<file path="config.mk">
export PLATFORM = sky130hd
export DESIGN_NAME = ttt_move_engine
export DESIGN_NICKNAME = d
export VERILOG_FILES = /design/src/rtl/ttt_move_engine.sv
export SDC_FILE = /design/constraint.sdc
export NUM_CORES = 1
export LEC_CHECK = 0
export BUFFER_PORTS_ARGS = -buffer_cell sky130_fd_sc_hd__buf_2
export CAP_MARGIN = 20
export CORE_ASPECT_RATIO = 1.5
export CORE_MARGIN = 4
export CORE_UTILIZATION = 30
export CTS_CLUSTER_SIZE = 12
export DETAILED_ROUTE_END_ITERATION = 10
export PLACE_DENSITY_LB_ADDON = 0.2
export RECOVER_POWER = 25
export REMOVE_ABC_BUFFERS = 1
export SYNTH_ARGS = -nofsm -noshare
export SYNTH_HDL_FRONTEND = slang
export SYNTH_SLANG_ARGS = --single-unit
</file>
<file path="constraint.sdc">
create_clock -name clock -period 10.2 [get_ports clock]
set_clock_uncertainty 0.05 [all_clocks]
set_input_delay 2.04 -clock clock [delete_from_list [all_inputs] [get_ports clock]]
set_output_delay 2.04 -clock clock [all_outputs]
set_load 0.03 [all_outputs]
</file>
<file path="src/rtl/ttt_move_engine.sv">
// Tic-tac-toe computer-move generator: snapshots the board on start and scans for a
// win, block, centre, then first free cell. Optional macro MOVE_ENGINE_LFSR_EN randomises
// the FILL start cell.
module ttt_move_engine #(
    parameter int unsigned PC_PULSE_CYCLES = 1,
    parameter bit          BLOCK_EN        = 1'b1
) (
    input  logic        clock,
    input  logic        reset,
    input  logic        start,
    input  logic [17:0] board,
    output logic        pc,
    output logic [3:0]  computer_position,
    output logic [1:0]  move_src,
    output logic        busy,
    output logic        no_move
);

    typedef enum logic [2:0] {
        StIdle, StWin, StBlock, StCenter, StFill, StEmit, StNomove
    } state_e;

    state_e      state_q, state_d;
    logic [17:0] snap_q, snap_d;
    logic [3:0]  cnt_q, cnt_d;
    logic [3:0]  pos_q, pos_d;
    logic [1:0]  src_q, src_d;
    logic        pc_q, pc_d;
    logic        busy_q, busy_d;
    logic        nm_q, nm_d;
    logic [3:0]  fill_off;

`ifdef MOVE_ENGINE_LFSR_EN
    logic [3:0] lfsr_q, lfsr_d;
    logic [3:0] off_q, off_d;

    always_comb begin
        lfsr_d = {lfsr_q[2:0], lfsr_q[3] ^ lfsr_q[2]};
        off_d  = off_q;
        if (state_q == StIdle && start) begin
            off_d = (lfsr_q < 4'd9) ? lfsr_q : lfsr_q - 4'd9;
        end
    end

    always_ff @(posedge clock or posedge reset) begin
        if (reset) begin
            lfsr_q <= 4'b1001;
            off_q  <= 4'd0;
        end else begin
            lfsr_q <= lfsr_d;
            off_q  <= off_d;
        end
    end

    assign fill_off = off_q;
`else
    assign fill_off = 4'd0;
`endif

    // Cells of the line currently under test.
    logic [3:0] c0, c1, c2;
    always_comb begin
        c0 = 4'd0;
        c1 = 4'd1;
        c2 = 4'd2;
        unique case (cnt_q[2:0])
            3'd0: begin c0 = 4'd0; c1 = 4'd1; c2 = 4'd2; end
            3'd1: begin c0 = 4'd3; c1 = 4'd4; c2 = 4'd5; end
            3'd2: begin c0 = 4'd6; c1 = 4'd7; c2 = 4'd8; end
            3'd3: begin c0 = 4'd0; c1 = 4'd3; c2 = 4'd6; end
            3'd4: begin c0 = 4'd1; c1 = 4'd4; c2 = 4'd7; end
            3'd5: begin c0 = 4'd2; c1 = 4'd5; c2 = 4'd8; end
            3'd6: begin c0 = 4'd0; c1 = 4'd4; c2 = 4'd8; end
            3'd7: begin c0 = 4'd2; c1 = 4'd4; c2 = 4'd6; end
            default: ;
        endcase
    end

    logic [1:0] v0, v1, v2, code, probe_v;
    logic       line_hit;
    logic [3:0] line_tgt, probe;
    logic [4:0] probe_sum;

    always_comb begin
        v0       = snap_q[{c0, 1'b0} +: 2];
        v1       = snap_q[{c1, 1'b0} +: 2];
        v2       = snap_q[{c2, 1'b0} +: 2];
        code     = (state_q == StWin) ? 2'b10 : 2'b01;
        line_hit = 1'b1;
        line_tgt = c0;
        if (v0 == 2'b00 && v1 == code && v2 == code) begin
            line_tgt = c0;
        end else if (v1 == 2'b00 && v0 == code && v2 == code) begin
            line_tgt = c1;
        end else if (v2 == 2'b00 && v0 == code && v1 == code) begin
            line_tgt = c2;
        end else begin
            line_hit = 1'b0;
        end
        // Offset plus probe count never exceeds 16, so one subtraction wraps mod 9.
        probe_sum = {1'b0, fill_off} + {1'b0, cnt_q};
        probe     = (probe_sum >= 5'd9) ? 4'(probe_sum - 5'd9) : probe_sum[3:0];
        probe_v   = snap_q[{probe, 1'b0} +: 2];
    end

    always_comb begin
        state_d = state_q;
        snap_d  = snap_q;
        cnt_d   = cnt_q;
        pos_d   = pos_q;
        src_d   = src_q;
        pc_d    = 1'b0;
        nm_d    = 1'b0;
        unique case (state_q)
            StIdle: begin
                if (start) begin
                    snap_d  = board;
                    cnt_d   = 4'd0;
                    state_d = StWin;
                end
            end
            StWin, StBlock: begin
                if (line_hit) begin
                    pos_d   = line_tgt;
                    src_d   = (state_q == StWin) ? 2'b00 : 2'b01;
                    pc_d    = 1'b1;
                    cnt_d   = 4'd0;
                    state_d = StEmit;
                end else if (cnt_q == 4'd7) begin
                    cnt_d   = 4'd0;
                    state_d = (state_q == StWin && BLOCK_EN) ? StBlock : StCenter;
                end else begin
                    cnt_d = cnt_q + 4'd1;
                end
            end
            StCenter: begin
                cnt_d = 4'd0;
                if (snap_q[9:8] == 2'b00) begin
                    pos_d   = 4'd4;
                    src_d   = 2'b10;
                    pc_d    = 1'b1;
                    state_d = StEmit;
                end else begin
                    state_d = StFill;
                end
            end
            StFill: begin
                if (probe_v == 2'b00) begin
                    pos_d   = probe;
                    src_d   = 2'b11;
                    pc_d    = 1'b1;
                    cnt_d   = 4'd0;
                    state_d = StEmit;
                end else if (cnt_q == 4'd8) begin
                    cnt_d   = 4'd0;
                    state_d = StNomove;
                end else begin
                    cnt_d = cnt_q + 4'd1;
                end
            end
            StEmit: begin
                if (cnt_q == 4'(PC_PULSE_CYCLES - 1)) begin
                    cnt_d   = 4'd0;
                    state_d = StIdle;
                end else begin
                    pc_d  = 1'b1;
                    cnt_d = cnt_q + 4'd1;
                end
            end
            StNomove: begin
                nm_d    = 1'b1;
                state_d = StIdle;
            end
            default: state_d = StIdle;
        endcase
        busy_d = (state_d != StIdle);
    end

    always_ff @(posedge clock or posedge reset) begin
        if (reset) begin
            state_q <= StIdle;
            snap_q  <= 18'd0;
            cnt_q   <= 4'd0;
            pos_q   <= 4'd0;
            src_q   <= 2'b00;
            pc_q    <= 1'b0;
            busy_q  <= 1'b0;
            nm_q    <= 1'b0;
        end else begin
            state_q <= state_d;
            snap_q  <= snap_d;
            cnt_q   <= cnt_d;
            pos_q   <= pos_d;
            src_q   <= src_d;
            pc_q    <= pc_d;
            busy_q  <= busy_d;
            nm_q    <= nm_d;
        end
    end

    assign pc                = pc_q;
    assign computer_position = pos_q;
    assign move_src          = src_q;
    assign busy              = busy_q;
    assign no_move           = nm_q;

endmodule

</file>
==> results of run 1 <==
[through the flow]
| step | instances | setup slack, ns | hold WS [ns] | total power (W) | util, % |
|---|---|---|---|---|---|
| global placement | 389 | 5.92 | 0.427 | 0.00106 | 33.6 |
| floorplan | 251 | 6.35 | 0.454 | 0.000865 | - |
| finish | 397 | 5.81 | 0.431 | 0.00121 | 35.3 |
| global route | 397 | 5.45 | 0.453 | 0.00131 | 35.3 |
| detailed placement | 389 | 5.81 | 0.426 | 0.00106 | 33.6 |
| CTS | 397 | 5.80 | 0.438 | 0.00122 | 35.3 |
[how the worst max path moves through the flow]
stage	to	slack, ns	from
floorplan	computer_position[0]	6.35	cnt_q[0]
global placement	computer_position[3]	5.92	cnt_q[1]
detailed placement	computer_position[0]	5.81	cnt_q[1]
CTS	computer_position[0]	5.80	cnt_q[0]
global route	computer_position[0]	5.45	cnt_q[0]
finish	computer_position[0]	5.81	cnt_q[1]
[layer usage]
metal	share of wire (%)	up-vias	global-route usage, %	wire (um)
met5	0	-	0	0
met4	5.2	0	10.1	380
met3	3.5	27	3.16	255
met2	53	63	27.1	3860
met1	38	1044	16.0	2800
li1	-	1066	-	-
[cells in the final DEF (no fill, tap or decap), drive strengths merged, types with 5 or more instances in the layout]
cell type  instances
nor2              21
o211ai             9
clkbuf             8
ha                 6
o21ai              9
nand2             19
mux2              22
mux4               6
nor3               6
nor2b              7
inv                7
o22ai              5
or4                6
buf               30
nand2b             7
mux2i             14
a21oi              6
dfrtp             34
[sequential cells by signal, summed over array words and instances (netlist names)]
register	flops
pc	1
computer_position	4
state_q	3
cnt_q	4
busy	1
snap_q	18
move_src	2
no_move	1
[cell families (layout without fill, tap and decap cells)]
kind of cell	after synthesis	in the layout
flip-flops	34	34
XOR/XNOR	3	3
AO/OA/AOI/OAI	64	64
adder cells (fa/ha/maj)	6	6
AND/OR/NAND/NOR	95	95
multiplexers	42	42
buffers and inverters	22	46
[worst max-delay path: cells and delay by family (launching register included)]
kind / cells / cell delay [ns]
AOI/OAI and AO/OA: 4 / 1.27
adders and majority gates: 1 / 0.37
buffers and inverters: 1 / 0.23
DFF: 1 / 0.53
muxes: 3 / 1.27
and+or+nand+nor: 2 / 0.55
[cell type report]
cell class	count	area (um^2)
clock buffers	7	143
flip-flops and latches	34	851
well taps	107	134
fillers	883	5480
repair buffers	31	156
multi-input cells	210	1670
inverters	7	26.3
clock inverters	1	5.00
[power by group through the flow]
stage | Clock [W] | Combinational, W | Sequential [W]
after CTS | 0.000160 | 0.000759 | 0.000303
after global routing | 0.000165 | 0.000832 | 0.000314
after floorplan | 0 | 0.000570 | 0.000295
final | 0.000155 | 0.000757 | 0.000303
after global placement | 0 | 0.000757 | 0.000307
after detailed placement | 0 | 0.000756 | 0.000306
==> metrics.txt, run 1 <==
crit share post-route 43.1%; violated checks capacitance limit, slew limit; layout cells sized above 1 25.9%; status complete, but fails checks; clock root buffer clkbuf_16; post-synth top area share 32.6%; Floorplan Core Area 0.00846 mm^2; vias 2200; CTS H-tree depth 2; Hold Crit Start computer_position[0]; Initial Utilization 30.9%; Seq pwr share 24.9%; Post-synth EDFFs 0; DIE AREA 0.0103 mm^2; NetSw 0.000580 W; Clock Latency Late Sink 0.28 ns; Yosys reg bits 34; Boundary Pins 30; post-synthesis simple-gate area fraction 20.6%; MaxCap Viol Count 1; worst r2r src cnt_q[1]; unrepaired setup endpoints after global routing false; Synth cell types 62; Worst Path Required 10.33 ns; DR vias/cell 5.54; postcts setup bufs 0; top-count cell post-synth dfrtp_1; First-pass DRT Iterations 4; post-synthesis adder-cell area fraction 2.87%; number of global-route vias before repair 2305; Port-buffer cells 29; antenna violations before repair 0; Comb power frac 62.3%; VDD IR-drop max 135 uV; Worst Hold Endpoint computer_position[0]; area leader, netlist dfrtp_1; post-synthesis xor/xnor area fraction 1.01%; drt total wl 7.30 mm; top cells by count, synth dfrtp_1 (34), mux2_2 (21), nor2_1 (21); Worst setup EP type register; Setup-failing EPs final 0; Reg clk slew, reported paths 0.05 ns; Slew @ Worst Pin 1.86 ns; GRT Total Usage 15.2%; largest net degree at the start of global routing 35; Clock Power Share 12.7%; Slew HR -23.9%; first-pass GRT wire length 12.1 mm; startpoint types register; number of buffers created by CTS 5; leak pwr 1.18 nW; number of cells on the worst reg-to-reg path 11; switching share of power 47.8%; CTS tree yes; Placer Congestion 0.879; R2R Setup Slk 5.81 ns; internal power 0.000634 W; ys flop type dfrtp_1; final instance area 0.00299 mm^2; crit path cell chain inv_1 > ha_1 > mux2i_4 > mux4_2 > mux2_2 > or3_4 > o32ai_2 > nand3_1 > a41oi_2 > o221ai_1 > o21a_1; post-cts repair resize count 0; CP max stage delay 0.56 ns; Hold Path Depth 1; global route overflow 0; critical path type reg -> reg; CTS Hold Bufs 0; reg2reg end computer_position[0]; synth top area cells dfrtp_1 (33%), mux2_2 (9.0%), mux4_2 (5.2%); syn avg cell area 9.83 um^2; Worst EP arrival 4.52 ns; CP Max Fanout 13; post-detail-place hpwl 5.83 mm; Critical-path top delay cell a41oi_2; Final Slew Violations 35; Post-layout nets 316; mux cell area share after synthesis 20.5%; compound-gate portion of the synthesized area 19.1%; Hold Fails Final Rpt 0; synthesis warning total 0; FMAX 228 MHz; main combinational cell family by area after synthesis simple AND/OR/NAND/NOR gates; setup_tns 0 ns; post-route ant nets 0; power density cells 406 mW/mm^2; Post-route DRC 0; initial DRC count 143; routed length per instance 18.4 um; share of synthesized registers carrying an async set or reset 100%; clk buf depth 2; Mapped Area 0.00261 mm^2; Post-Synthesis Cells 266; Layout area overhead 14.3%; ant diodes 0; cell row count 41; Die Wd 84.2 um; DP Area 0.00284 mm^2; sequential-to-total area share from yosys stat 32.6%; Worst Hold Class reg -> reg; minimum clock period 4.39 ns; clock sinks 34; Die Y 122 um
Power figures use the tool's default switching activity.
==> run 2, diff against run 1 <==
--- a/config.mk
+++ b/config.mk
@@ -5,6 +5,7 @@
 export SDC_FILE = /design/constraint.sdc
 export NUM_CORES = 1
 export LEC_CHECK = 0
+export ABC_AREA = 1
 export BUFFER_PORTS_ARGS = -buffer_cell sky130_fd_sc_hd__buf_2
 export CAP_MARGIN = 20
 export CORE_ASPECT_RATIO = 1.5
==> constraint.sdc (replaced) <==
create_clock -name clock -period 4.2 [get_ports clock]
set_clock_uncertainty 0.05 [all_clocks]
set_input_delay 0.84 -clock clock [delete_from_list [all_inputs] [get_ports clock]]
set_output_delay 0.84 -clock clock [all_outputs]
set_load 0.03 [all_outputs]
==> run 2 against run 1 <==
  * The flow now finishes without violations
  * Global-route usage up 1.5 points
  * Non-clock buffer count is the same
  * Flip-flop and latch count unchanged
==> metrics.txt, run 2 <==
status finished, final reports clean; FMAX 302 MHz; area leader, netlist dfrtp_1; DR vias/cell 5.15; ant diodes 0; Die Wd 85.8 um; Initial Utilization 30.9%; most common cell after layout, fill and taps aside nand2_1; first-pass GRT wire length 14.1 mm; MaxCap Viol Count 0; clock root buffer clkbuf_16; critical path type reg -> reg; First-pass DRT Iterations 5; Floorplan Core Area 0.00883 mm^2; Worst Path Required 4.32 ns; GRT Total Usage 16.7%; post-route ant nets 0; DIE AREA 0.0107 mm^2; met2 Use GR 30.6%; syn avg cell area 6.60 um^2; startpoint types register; Largest register FFs 18; Reg clk slew, reported paths 0.06 ns; number of cells on the worst reg-to-reg path 17; crit share post-route 78.8%; unrepaired setup endpoints after global routing false; gr busiest metal met2; CTS tree yes; antenna violations before repair 0; routed length per instance 15.5 um; top cells by count, synth nand2_1 (115), nand3_1 (87), inv_1 (48); worst path bufs/invs 4; Setup-failing EPs final 0; Setup crit end busy; minimum clock period 3.31 ns; CP max stage delay 0.64 ns; CP Max Fanout 13; number of buffers created by CTS 5; Clock Latency Late Sink 0.29 ns; Slew @ Worst Pin 0.943 ns; Hold Fails Final Rpt 0; Core Util, Final 35.4%; cell row count 42; Slew HR 37.2%; largest net degree at the start of global routing 34; synth top area cells dfrtp_1 (31%), nand3_1 (16%), nand2_1 (16%); Mapped Area 0.00272 mm^2; postcts setup bufs 0; number of global-route vias before repair 2887; Worst EP arrival 3.43 ns; commonest cells after routing, fill and taps aside nand2_1 (115), nand3_1 (87), inv_1 (48); Critical-path top delay cell dfrtp_1; post-cts repair resize count 0; clk buf depth 2; layout cells sized above 1 16.7%; reg2reg end busy; Post-synth EDFFs 0; Hold Path Depth 2; Worst setup EP type register; post-synth top area share 31.2%; Synth cell types 33; synthesis warning total 0; critical path depth in cells 17; Post-layout nets 469; sequential-to-total area share from yosys stat 31.2%; Post-route DRC 0; Die Y 125 um; setup_tns 0 ns; Post-Synthesis Cells 413; Crit. Startpoint cnt_q[0]; R2R Setup Slk 0.89 ns; Yosys reg bits 34; top-count cell post-synth nand2_1; Biggest register snap_q; CTS Hold Bufs 0; ys flop type dfrtp_1; crit path cell chain inv_2 > ha_1 > inv_1 > a21oi_1 > nand3_1 > nand2_1 > inv_1 > nand2_1 > nand2_1 > nand3_1 > nand2_2 > nand3_4 > nand3_2 > nand2_2 > inv_1 > nor2_2 > nand3_2; clock sinks 34; Worst Hold Class reg -> reg; Final Slew Violations 0; met1 track demand over resource 17.7%; Boundary Pins 30; share of synthesized registers carrying an async set or reset 100%; global route overflow 0; post-detail-place hpwl 6.82 mm; Placer Congestion 0.978; M3 GR Usage 2.51%; Port-buffer cells 29; Layout area overhead 14.7%; drt total wl 8.56 mm; initial DRC count 147; Top delay family on crit path simple AND/OR/NAND/NOR gates; worst r2r src cnt_q[0]; vias 2850; CTS H-tree depth 2
[run 2: cell families (layout without fill, tap and decap cells)]
logic type | Yosys count | after routing | share of synthesized area [%]
flops | 34 | 34 | 31.2
xor+xnor | 2 | 2 | 0.643
fa+ha+maj | 6 | 6 | 2.76
buf+inv | 63 | 93 | 10.0
compound gates | 37 | 37 | 7.35
simple gates | 271 | 271 | 48.0
[run 2: through the flow]
step,hold slack [ns],worst slack [ns],instances,cell area [um^2]
after floorplan,0.406,1.56,404,2660
after global placement,0.413,1.06,545,2960
after detailed placement,0.415,0.948,545,2960
after CTS,0.430,0.936,553,3130
after global routing,0.440,0.582,553,3130
final,0.428,0.890,553,3130
[run 2: layout make-up]
class                           instances  area, um^2
Clock buffer                            5         125
Clock inverter                          3        45.0
Fill cell                             959        5700
Inverter                               54         210
Multi-Input combinational cell        316        1600
Sequential cell                        34         851
Tap cell                              110         138
Timing Repair Buffer                   31         156
[run 2: worst min-delay path by stage]
stage                           endpoint  slack (ns)                  from
floorplan                        no_move        0.41            state_q[0]
global placement    computer_position[0]        0.41  computer_position[0]
detailed placement  computer_position[3]        0.41  computer_position[3]
CTS                 computer_position[0]        0.43  computer_position[0]
global route        computer_position[0]        0.44  computer_position[0]
finish              computer_position[0]        0.43  computer_position[0]
[run 2: routing by layer]
| layer | up-vias | share of wire (%) | wire, um |
|---|---|---|---|
| li1 | 1404 | - | - |
| met1 | 1328 | 38 | 3270 |
| met2 | 93 | 54 | 4600 |
| met3 | 25 | 4.1 | 350 |
| met4 | 0 | 4.0 | 343 |
| met5 | - | 0 | 0 |
[run 2: worst min-delay path, cell delays in order, from the launching register on]
cell     delay (ns)
dfrtp_1        0.33
nand2_1        0.05
nand2_1        0.06
Power of run 2 is not shown: default switching activity piles up to over one toggle a cycle in this logic, so the estimate is an artifact.
